### config.mk
export PLATFORM = sky130hd
export DESIGN_NAME = pixel_feeder_flat
export DESIGN_NICKNAME = d
export VERILOG_FILES = /design/src/rtl/mnist_pkg.sv /design/src/rtl/pixel_feeder_if.sv /design/src/rtl/skid_fifo2.sv /design/src/rtl/pixel_feeder.sv /design/src/flat_wrapper.sv
export SDC_FILE = /design/constraint.sdc
export NUM_CORES = 1
export LEC_CHECK = 0
export ABC_AREA = 1
export ABC_CLOCK_PERIOD_IN_PS = 3600
export BUFFER_PORTS_ARGS = -buffer_cell sky130_fd_sc_hd__buf_2
export CAP_MARGIN = 25
export CORE_ASPECT_RATIO = 0.9
export CORE_MARGIN = 4
export CORE_UTILIZATION = 50
export CTS_CLUSTER_DIAMETER = 100
export CTS_CLUSTER_SIZE = 20
export DETAILED_ROUTE_END_ITERATION = 10
export PLACE_DENSITY = 0.73
export SETUP_SLACK_MARGIN = 0.5
export SYNTH_ARGS = -nofsm -noshare
export SYNTH_HDL_FRONTEND = slang
export SYNTH_SLANG_ARGS = --single-unit
### constraint.sdc
create_clock -name clk -period 3.6 [get_ports clk]
set_input_delay 0.18 -clock clk [delete_from_list [all_inputs] [get_ports clk]]
set_output_delay 0.18 -clock clk [all_outputs]
set_load 0.01 [all_outputs]
### src/rtl/mnist_pkg.sv
// Shared definitions for the MNIST classifier datapath: image geometry and
// the pixel feeder state encoding.
package mnist_pkg;

  localparam int PIX_W      = 8;
  localparam int IMG_PIXELS = 784;
  localparam int IMG_ADDR_W = 10;

  typedef enum logic [1:0] {
    IDLE = 2'd0,
    RUN  = 2'd1,
    DONE = 2'd2
  } feeder_state_t;

endpackage

### src/rtl/pixel_feeder_if.sv
// Image RAM read port plus input-buffer write port of the pixel feeder.
// The master side is the feeder; the slave side is the RAM/buffer pair.
interface pixel_feeder_if
  import mnist_pkg::*;
#(
  parameter int DATA_W = PIX_W,
  parameter int ADDR_W = IMG_ADDR_W
) ();

  logic              mem_rd_en;
  logic [ADDR_W-1:0] mem_addr;
  logic [DATA_W-1:0] mem_rdata;
  logic              out_ready;
  logic              out_wr_en;
  logic [DATA_W-1:0] out_data;

  modport master (
    output mem_rd_en, mem_addr, out_wr_en, out_data,
    input  mem_rdata, out_ready
  );

  modport slave (
    input  mem_rd_en, mem_addr, out_wr_en, out_data,
    output mem_rdata, out_ready
  );

endinterface

### src/rtl/skid_fifo2.sv
// Two-entry skid FIFO absorbing RAM read data while the downstream stalls.
// Head is combinational from storage; flush empties it in one cycle.
module skid_fifo2
  import mnist_pkg::*;
#(
  parameter int DATA_W = PIX_W
) (
  input  logic              clk,
  input  logic              rst,
  input  logic              push,
  input  logic              pop,
  input  logic              flush,
  input  logic [DATA_W-1:0] din,
  output logic [DATA_W-1:0] head,
  output logic [1:0]        count
);

  logic [1:0][DATA_W-1:0] mem_q, mem_d;
  logic                   wr_ptr_q, wr_ptr_d;
  logic                   rd_ptr_q, rd_ptr_d;
  logic [1:0]             count_q, count_d;
  logic                   do_push, do_pop;

  always_comb begin
    mem_d    = mem_q;
    wr_ptr_d = wr_ptr_q;
    rd_ptr_d = rd_ptr_q;
    count_d  = count_q;
    do_pop   = pop && (count_q != 2'd0);
    // A full FIFO still accepts a push when the head leaves in the same cycle.
    do_push  = push && ((count_q != 2'd2) || do_pop);
    if (flush) begin
      wr_ptr_d = 1'b0;
      rd_ptr_d = 1'b0;
      count_d  = 2'd0;
    end else begin
      if (do_push) begin
        mem_d[wr_ptr_q] = din;
        wr_ptr_d        = ~wr_ptr_q;
      end
      if (do_pop) begin
        rd_ptr_d = ~rd_ptr_q;
      end
      count_d = count_q + {1'b0, do_push} - {1'b0, do_pop};
    end
  end

  always_ff @(posedge clk or posedge rst) begin
    if (rst) begin
      mem_q    <= '0;
      wr_ptr_q <= 1'b0;
      rd_ptr_q <= 1'b0;
      count_q  <= 2'd0;
    end else begin
      mem_q    <= mem_d;
      wr_ptr_q <= wr_ptr_d;
      rd_ptr_q <= rd_ptr_d;
      count_q  <= count_d;
    end
  end

  assign head  = mem_q[rd_ptr_q];
  assign count = count_q;

endmodule

### src/rtl/pixel_feeder.sv
// Streams one image from the synchronous image RAM into the classifier input
// buffer in address order, with credit-limited reads and downstream backpressure.
module pixel_feeder
  import mnist_pkg::*;
#(
  parameter int DATA_W     = PIX_W,
  parameter int NUM_PIXELS = IMG_PIXELS,
  parameter int ADDR_W     = IMG_ADDR_W
) (
  input  logic              clk,
  input  logic              rst,
  input  logic              start,
  input  logic              abort,
  pixel_feeder_if.master    bus,
  output logic              busy,
  output logic              done,
  output logic [ADDR_W-1:0] pix_count
);

  localparam logic [ADDR_W-1:0] LAST_CNT = ADDR_W'(NUM_PIXELS);
  localparam logic [ADDR_W-1:0] ONE      = ADDR_W'(1);

  feeder_state_t     state_q, state_d;
  logic [ADDR_W-1:0] rd_addr_q, rd_addr_d;
  logic [ADDR_W-1:0] pix_cnt_q, pix_cnt_d;
  logic              inflight_q, inflight_d;

  logic              run;
  logic              issue;
  logic              push;
  logic              pop;
  logic              flush;
  logic [1:0]        fifo_count;
  logic [DATA_W-1:0] fifo_head;
  logic [2:0]        credit;

  assign run = (state_q == RUN);
  assign pop = run && (fifo_count != 2'd0) && bus.out_ready;

  // Entries that will still occupy the FIFO next cycle: at most one more read
  // may be outstanding, so the 2-entry FIFO can never overflow.
  assign credit = {1'b0, fifo_count} + {2'b00, inflight_q} - {2'b00, pop};
  assign issue  = run && (rd_addr_q < LAST_CNT) && (credit <= 3'd1);
  assign push   = run && inflight_q && !abort;

  always_comb begin
    state_d    = state_q;
    rd_addr_d  = rd_addr_q;
    pix_cnt_d  = pix_cnt_q;
    inflight_d = 1'b0;
    flush      = 1'b0;
    case (state_q)
      IDLE: begin
        if (start && !abort) begin
          state_d   = RUN;
          rd_addr_d = '0;
          pix_cnt_d = '0;
        end
      end
      RUN: begin
        if (abort) begin
          state_d   = IDLE;
          rd_addr_d = '0;
          pix_cnt_d = '0;
          flush     = 1'b1;
        end else begin
          inflight_d = issue;
          if (issue) begin
            rd_addr_d = rd_addr_q + ONE;
          end
          if (pop && (pix_cnt_q < LAST_CNT)) begin
            pix_cnt_d = pix_cnt_q + ONE;
          end
          if (pix_cnt_d == LAST_CNT) begin
            state_d = DONE;
          end
        end
      end
      DONE: begin
        state_d = IDLE;
      end
      default: begin
        state_d = IDLE;
      end
    endcase
  end

  always_ff @(posedge clk or posedge rst) begin
    if (rst) begin
      state_q    <= IDLE;
      rd_addr_q  <= '0;
      pix_cnt_q  <= '0;
      inflight_q <= 1'b0;
    end else begin
      state_q    <= state_d;
      rd_addr_q  <= rd_addr_d;
      pix_cnt_q  <= pix_cnt_d;
      inflight_q <= inflight_d;
    end
  end

  skid_fifo2 #(
    .DATA_W (DATA_W)
  ) u_fifo (
    .clk   (clk),
    .rst   (rst),
    .push  (push),
    .pop   (pop),
    .flush (flush),
    .din   (bus.mem_rdata),
    .head  (fifo_head),
    .count (fifo_count)
  );

  // The address bus only carries a value while a read is actually issued.
  assign bus.mem_rd_en = issue;
  assign bus.mem_addr  = issue ? rd_addr_q : '0;
  assign bus.out_wr_en = pop;
  assign bus.out_data  = fifo_head;

  assign busy      = (state_q != IDLE);
  assign done      = (state_q == DONE);
  assign pix_count = pix_cnt_q;

endmodule

### src/flat_wrapper.sv
// flat-port wrapper written by rule: the top's interface ports become plain ports
module pixel_feeder_flat import mnist_pkg::*;
#(
  parameter int DATA_W     = PIX_W,
  parameter int NUM_PIXELS = IMG_PIXELS,
  parameter int ADDR_W     = IMG_ADDR_W
)
  (clk, rst, start, abort, busy, done, pix_count, bus_mem_rd_en, bus_mem_addr, bus_out_wr_en, bus_out_data, bus_mem_rdata, bus_out_ready);
  pixel_feeder_if #(.DATA_W(DATA_W), .ADDR_W(ADDR_W)) bus_i ();
  input  logic clk;
  input  logic rst;
  input  logic start;
  input  logic abort;
  output logic busy;
  output logic done;
  output logic [ADDR_W-1:0] pix_count;
  output wire logic [$bits(bus_i.mem_rd_en)-1:0] bus_mem_rd_en;
  output wire logic [$bits(bus_i.mem_addr)-1:0] bus_mem_addr;
  output wire logic [$bits(bus_i.out_wr_en)-1:0] bus_out_wr_en;
  output wire logic [$bits(bus_i.out_data)-1:0] bus_out_data;
  input wire logic [$bits(bus_i.mem_rdata)-1:0] bus_mem_rdata;
  input wire logic [$bits(bus_i.out_ready)-1:0] bus_out_ready;
  assign bus_mem_rd_en = bus_i.mem_rd_en;
  assign bus_mem_addr = bus_i.mem_addr;
  assign bus_out_wr_en = bus_i.out_wr_en;
  assign bus_out_data = bus_i.out_data;
  assign bus_i.mem_rdata = bus_mem_rdata;
  assign bus_i.out_ready = bus_out_ready;
  pixel_feeder #(.DATA_W(DATA_W), .NUM_PIXELS(NUM_PIXELS), .ADDR_W(ADDR_W)) u_core (.clk(clk), .rst(rst), .start(start), .abort(abort), .bus(bus_i), .busy(busy), .done(done), .pix_count(pix_count));
endmodule
==> results of run 1 <==
==> per-stage QoR <==
stage                     total power (uW)  std cells
final                                 1450        459
after global routing                  1550        459
after CTS                             1450        459
after detailed placement              1060        451
after global placement                1050        451
after floorplan                        936        348
==> cell usage in the layout (no fill, tap or decap), drive strengths merged <==
cell type / netlist / routed
nand2: 119 / 119
a22o: 1 / 1
dfrtp: 43 / 43
nand4: 1 / 1
xnor2: 1 / 1
fa: 1 / 1
clkinv: 1 / 2
or2: 1 / 1
a31oi: 1 / 1
nor2: 45 / 45
nand3: 18 / 18
inv: 52 / 52
bufinv: 0 / 1
xor2: 5 / 5
clkbuf: 3 / 6
ha: 6 / 6
o21ai: 28 / 28
o22ai: 6 / 6
a21oi: 6 / 6
nand3b: 1 / 1
nor3: 5 / 5
buf: 4 / 45
==> area by class of cell <==
class	instances	area, sq um	share of cell area [%]
Clock buffer	6	82.6	2.84
Clock inverter	2	35.0	1.20
Tap cell	65	81.3	2.79
Inverter	53	199	6.83
Multi-Input combinational cell	245	1210	41.6
Timing Repair Buffer	45	228	7.82
Sequential cell	43	1080	36.9
==> registers in the layout, summed over array words and instances (netlist names) <==
| signal | cells |
|---|---|
| u_core.u_fifo.mem_q | 16 |
| u_core.pix_count | 10 |
| u_core.rd_addr_q | 10 |
| u_core.state_q | 2 |
| u_core.u_fifo.count | 2 |
| u_core.inflight_q | 1 |
| u_core.u_fifo.rd_ptr_q | 1 |
| u_core.u_fifo.wr_ptr_q | 1 |
==> worst reg2reg max path, delay by kind of cell (launching register included) <==
family | cells | cell delay, ns
simple gates | 7 | 0.96
fa+ha+maj | 3 | 0.79
flops | 1 | 0.44
buf+inv | 4 | 0.27
xor+xnor | 1 | 0.16
compound gates | 1 | 0.12
==> path summary, 6_finish.rpt <==
path / slack, ns / startpoint / depth (start not counted) / end
worst max-delay path: 0.69 / u_core.state_q[1]$_DFFE_PP0P_ / 13 / bus_mem_addr[6]
min in group clk: 0.14 / bus_mem_rdata[2] / 3 / u_core.u_fifo.mem_q[2]$_DFFE_PP0P_
worst max register to register: 0.78 / u_core.state_q[1]$_DFFE_PP0P_ / 16 / u_core.rd_addr_q[5]$_DFFE_PP0P_
worst min register to register: 0.49 / u_core.u_fifo.mem_q[11]$_DFFE_PP0P_ / 2 / u_core.u_fifo.mem_q[11]$_DFFE_PP0P_
max in group asynchronous: 3.21 / rst / 3 / u_core.u_fifo.mem_q[14]$_DFFE_PP0P_
worst min-delay path: 0.01 / rst / 3 / u_core.u_fifo.mem_q[8]$_DFFE_PP0P_
==> cells by family after synthesis <==
kind of cell             synth area share (%)
AO/OA/AOI/OAI                            10.0
XOR/XNOR                                 2.08
adder cells (fa/ha/maj)                  3.77
buffers and inverters                    9.88
flip-flops                               42.7
AND/OR/NAND/NOR                          31.6
==> power by group <==
part	internal [uW]	switching, uW	total (uW)
combinational	163	269	432
clock	225	168	393
sequential	565	64.4	629
total	953	501	1450
==> timing repair <==
action / CTS / global route
pin swaps: 0 / 1
resized for setup: 1 / 5
setup endpoints to repair: 11 / 14
==> metal layers <==
metal / track usage [%] / part of all wire [%]
met5: 0 / 0
met4: 5.26 / 1.0
met3: 4.22 / 6.1
met2: 31.9 / 48
met1: 21.6 / 44
==> results.py, run 1 <==
metrics = {
    "placed_design": {
        "dpl.hpwl_mm": 4.06,
        "placement.setup.worst_slack_ns": 0.548,
        "globalplace.congestion": 0.887,
        "placement.io_buffers": 44,
        "postPlaceCellArea_sq_um": 2780,
    },
    "floorplan": {
        "die_x_um": 82.9,
        "ioPinCount": 45,
        "die_area_sq_um": 6240,
        "floorplan.rows": 24,
        "chipHeight_um": 75.4,
        "initial_cell_density_of_the_core_pct": 51.8,
        "coreArea_sq_um": 4860,
    },
    "layout": {
        "final_area_sq_um": 2910,
        "layout.nets": 413,
        "finalCoreUtilization_pct": 59.9,
        "fill_cells": 476,
        "num_antenna_cells": 0,
        "drive_gt1_share_pct": 20.6,
        "growth_of_design_area_from_synthesis_to_finish_pct": 15.5,
    },
    "clock_tree": {
        "cts_hold_repair.buffers": 0,
        "cts.htree.levels": 2,
        "post_cts.repair.setup_buffers": 0,
        "clk-insertion-delay-late_ns": 0.29,
        "cts.reportedPaths.clkPinSlew_ns": 0.09,
        "numClockSinks": 43,
        "clock-root-buffer": "clkbuf_8",
        "cts_tree": "yes",
        "clock_path_buffers": 2,
        "cts_made_buffers": 5,
    },
    "synthesis": {
        "synthTopCellsByArea": "dfrtp_1, nand2_1, inv_1",
        "synth_largest_type_area_fraction_pct": 42.7,
        "ys_top_cells_by_count": "nand2_1, inv_1, dfrtp_1",
        "yosysWarnings": 0,
        "synth_edf_count": 0,
        "synth_cells": 348,
        "synth_flop_cell": "dfrtp_1",
        "synth_async_sr_flop_share_pct": 100,
        "synth.distinct_cells": 29,
        "nets_in_the_synthesized_netlist": 368,
        "synth.avg_cell_area_sq_um": 7.24,
        "yosysMostFrequentCell": "nand2_1",
        "synth.largest_area_cell": "dfrtp_1",
        "total_of_flip_flops_plus_latches_after_synthesis": 43,
        "synthesis.area_sq_um": 2520,
        "synth-seq-area-share_pct": 42.7,
    },
    "pwr": {
        "cellLeakagePower_uw": 0.00157,
        "power.ir.vdd_worst_mv": 0.330,
        "power.density_cell_area_nw_per_um2": 499,
    },
    "worst_setup_path": {
        "worst_path_most_repeated_cell": "inv_1",
        "critical_path_buf_inv_count": 4,
        "critPathArrivalTime_ns": 2.73,
        "timing.critical_path.fanout_max": 14,
        "timing.critical_path.slowest_cell_delay_ns": 0.44,
        "slowest_stage": "dfrtp_1",
        "worst_path_dominant_cell_family": "adder cells",
        "type_of_the_worst_setup_path": "flop to primary output",
        "crit_required_ns": 3.42,
        "critPathCaptureType": "primary output",
        "crit_chain": "inv_1 -> nand3_2 -> nor2_2 -> ha_1 -> inv_1 -> ha_1 -> inv_1 -> fa_1 -> xor2_1 -> nor2_2 -> nand2_4 -> nor2_1 -> buf_2",
        "start_kind": "flop",
    },
    "detailed_routing": {
        "count_of_nets_left_with_antenna_violations_after_detail_routing": 0,
        "avgViaCountPerCell": 4.98,
        "routed-via-count": 2284,
        "wl_mm": 5.42,
        "wire_per_inst_um": 11.8,
        "drt_pre_antenna_iters": 4,
        "drt_drc_violations_left": 0,
        "drt_iter0_drc": 83,
    },
    "grt": {
        "grt_start_max_net_pins": 44,
        "global_route.usage.total_pct": 17.7,
        "grt_antenna_before_repair": 0,
        "grt-ovfl-total": 0,
        "first_global_vias": 2132,
        "first_pass_grt_wire_length_mm": 9.04,
    },
    "timing": {
        "clock_skew_ns": 0.00768,
        "final.period_utilization_pct": 81.0,
        "slew_margin_rel_pct": 50.5,
        "setup_viol": 0,
        "hold_viol": 0,
        "finalMaxSlewViolations": 0,
        "worst_slew_pin_slew_ns": 0.742,
        "post-route-min-period_ns": 2.91,
        "fmaxAchievable_mhz": 343,
        "worst_slack_ns": 0.685,
        "rsz0062_at_grt": "no",
        "timing.hold.ws_ns": 0.0133,
        "setup_total_negative_slack_ns": 0,
    },
    "hold_path": {
        "holdCritPathClass": "input pin to asynchronous set/reset pin",
    },
    "flow_run": {
        "maxCapViolations": 0,
    },
    "run_status": {
        "status": "finished clean",
    },
}
No activity file was read; power rests on OpenSTA's default activity.
==> run 2: changes to the inputs <==
--- a/config.mk
+++ b/config.mk
@@ -6,7 +6,7 @@
 export NUM_CORES = 1
 export LEC_CHECK = 0
 export ABC_AREA = 1
-export ABC_CLOCK_PERIOD_IN_PS = 3600
+export ABC_CLOCK_PERIOD_IN_PS = 2900
 export BUFFER_PORTS_ARGS = -buffer_cell sky130_fd_sc_hd__buf_2
 export CAP_MARGIN = 25
 export CORE_ASPECT_RATIO = 0.9
==> constraint.sdc (replaced) <==
create_clock -name clk -period 2.9 [get_ports clk]
set_input_delay 0.145 -clock clk [delete_from_list [all_inputs] [get_ports clk]]
set_output_delay 0.145 -clock clk [all_outputs]
set_load 0.01 [all_outputs]
==> run 2 against run 1 <==
  * First-iteration DRC count grew 57%
  * Via count grew 4.3%
  * Sequential share of layout area shrank 3.4 points
  * Critical path type unchanged
  * Critical endpoint is now bus_mem_addr[7]
==> results.py, run 2 (synthesis results as in run 1) <==
metrics = {
    "placed_design": {
        "post-place-cells": 453,
        "placement.io_buffers": 44,
        "globalplace.congestion": 0.867,
        "placement.setup.worst_slack_ns": 0.258,
        "dpl.hpwl_mm": 4.06,
    },
    "grt": {
        "global_route.usage.total_pct": 17.7,
        "grt_antenna_before_repair": 0,
        "first_pass_grt_wire_length_mm": 9.04,
        "first_global_vias": 1984,
        "grt_start_max_net_pins": 23,
        "grt-ovfl-total": 0,
    },
    "clock_tree": {
        "clock_path_buffers": 2,
        "cts_hold_repair.buffers": 0,
        "numClockSinks": 43,
        "clk-insertion-delay-late_ns": 0.30,
        "cts_tree": "yes",
        "cts.reportedPaths.clkPinSlew_ns": 0.08,
        "clock-root-buffer": "clkbuf_8",
        "cts_made_buffers": 5,
        "cts.htree.levels": 2,
    },
    "worst_setup_path": {
        "type_of_the_worst_setup_path": "flop to primary output",
        "timing.critical_path.fanout_max": 5,
        "setup.reg_to_reg.worst_slack_ns": 0.31,
        "timing.critical_path.slowest_cell_delay_ns": 0.47,
        "critical_path_buf_inv_count": 5,
        "start_kind": "flop",
        "worst_path_most_repeated_cell": "inv_2",
        "timing.rr.start": "u_core.state_q[1]$_DFFE_PP0P_",
        "worst_path_dominant_cell_family": "adder cells",
        "critical_path.startpoint": "u_core.state_q[1]$_DFFE_PP0P_",
        "critPathArrivalTime_ns": 2.64,
        "crit_required_ns": 2.76,
        "crit_chain": "inv_2 -> nand3_4 -> nor2_4 -> ha_4 -> inv_2 -> ha_4 -> inv_2 -> fa_1 -> nand2_1 -> nor2_2 -> nand2_2 -> buf_6 -> nor2_2 -> buf_2",
        "critPathCaptureType": "primary output",
        "slowest_stage": "fa_1",
    },
    "detailed_routing": {
        "count_of_nets_left_with_antenna_violations_after_detail_routing": 0,
        "wl_mm": 6.15,
        "drt_iter0_drc": 130,
        "wire_per_inst_um": 13.0,
        "drt_drc_violations_left": 0,
        "drt_pre_antenna_iters": 5,
        "avgViaCountPerCell": 5.05,
        "routed-via-count": 2382,
    },
    "floorplan": {
        "ioPinCount": 45,
        "floorplan.rows": 24,
        "initial_cell_density_of_the_core_pct": 51.8,
        "die_area_sq_um": 6240,
        "die_x_um": 82.9,
        "chipHeight_um": 75.4,
        "coreArea_sq_um": 4860,
    },
    "layout": {
        "layoutNonFillerInstCount": 472,
        "growth_of_design_area_from_synthesis_to_finish_pct": 27.4,
        "layout.nets": 426,
        "num_antenna_cells": 0,
        "mostFrequentLayoutCells": "nand2_1, inv_1, dfrtp_1",
        "mostFrequentLayoutCell": "nand2_1",
        "largest_register_ff_count": 16,
        "registers.top_by_ff_count": "u_core.u_fifo.mem_q",
        "drive_gt1_share_pct": 29.2,
    },
    "timing": {
        "setup_viol": 0,
        "hold_viol": 0,
        "final.period_utilization_pct": 96.0,
        "fmaxAchievable_mhz": 359,
        "slew_margin_rel_pct": 44.2,
        "rsz0062_at_grt": "yes",
        "setup_total_negative_slack_ns": 0,
        "post-route-min-period_ns": 2.78,
        "clock_skew_ns": 0.00202,
        "finalMaxSlewViolations": 0,
        "worst_slew_pin_slew_ns": 0.837,
        "worst_slack_ns": 0.117,
        "timing.hold.ws_ns": 0.00261,
    },
    "flow_run": {
        "maxCapViolations": 0,
    },
    "hold_path": {
        "holdCritPathClass": "input pin to asynchronous set/reset pin",
    },
    "run_status": {
        "status": "finished clean",
    },
    "pwr": {
        "power.ir.vdd_worst_mv": 0.486,
        "cellLeakagePower_uw": 0.00166,
        "power.density_cell_area_nw_per_um2": 617,
    },
}
run 2: area by class of cell:
type | instances | area [sq um]
clock inverters | 3 | 43.8
inverters | 53 | 201
well taps | 65 | 81.3
fillers | 432 | 1650
clock buffers | 5 | 68.8
multi-input cells | 245 | 1360
repair buffers | 58 | 378
flip-flops and latches | 43 | 1080
run 2: path summary, 6_finish.rpt:
kind / to / cells after the start
worst max-delay path: bus_mem_addr[7] / 14
min in group clk: u_core.inflight_q$_DFF_PP0_ / 2
worst min-delay path: u_core.u_fifo.mem_q[8]$_DFFE_PP0P_ / 2
max in group asynchronous: u_core.pix_count[5]$_DFFE_PP0P_ / 3
worst min register to register: u_core.u_fifo.mem_q[15]$_DFFE_PP0P_ / 2
worst max register to register: u_core.rd_addr_q[4]$_DFFE_PP0P_ / 17
run 2: where the power goes:
part           leakage (uW)  switching (uW)  total (uW)  internal, uW
clock             0.0000581             216         472           257
sequential         0.000582            76.9         780           704
combinational       0.00102             431         729           298
run 2: per-layer routing:
metal	share of wire [%]	global-route usage (%)	up-vias
li1	-	-	1188
met1	44	24.1	1104
met2	47	28.9	79
met3	5.8	3.78	11
met4	2.4	5.63	0
met5	0	0	-
run 2: metrics by stage:
stage | utilization (%) | power, uW | area, sq um
after CTS | 61.3 | 1860 | 2980
after floorplan | - | 1180 | 2540
final | 66.0 | 1980 | 3210
after detailed placement | 57.9 | 1340 | 2820
after global placement | 57.9 | 1330 | 2820
after global routing | 66.0 | 2110 | 3210
run 2: timing repair:
action / in CTS / in global routing
setup buffers: 6 / 4
gates cloned: 0 / 1
endpoints found under the setup margin: 21 / 22
gates resized for setup: 5 / 50
pin swaps: 3 / 11
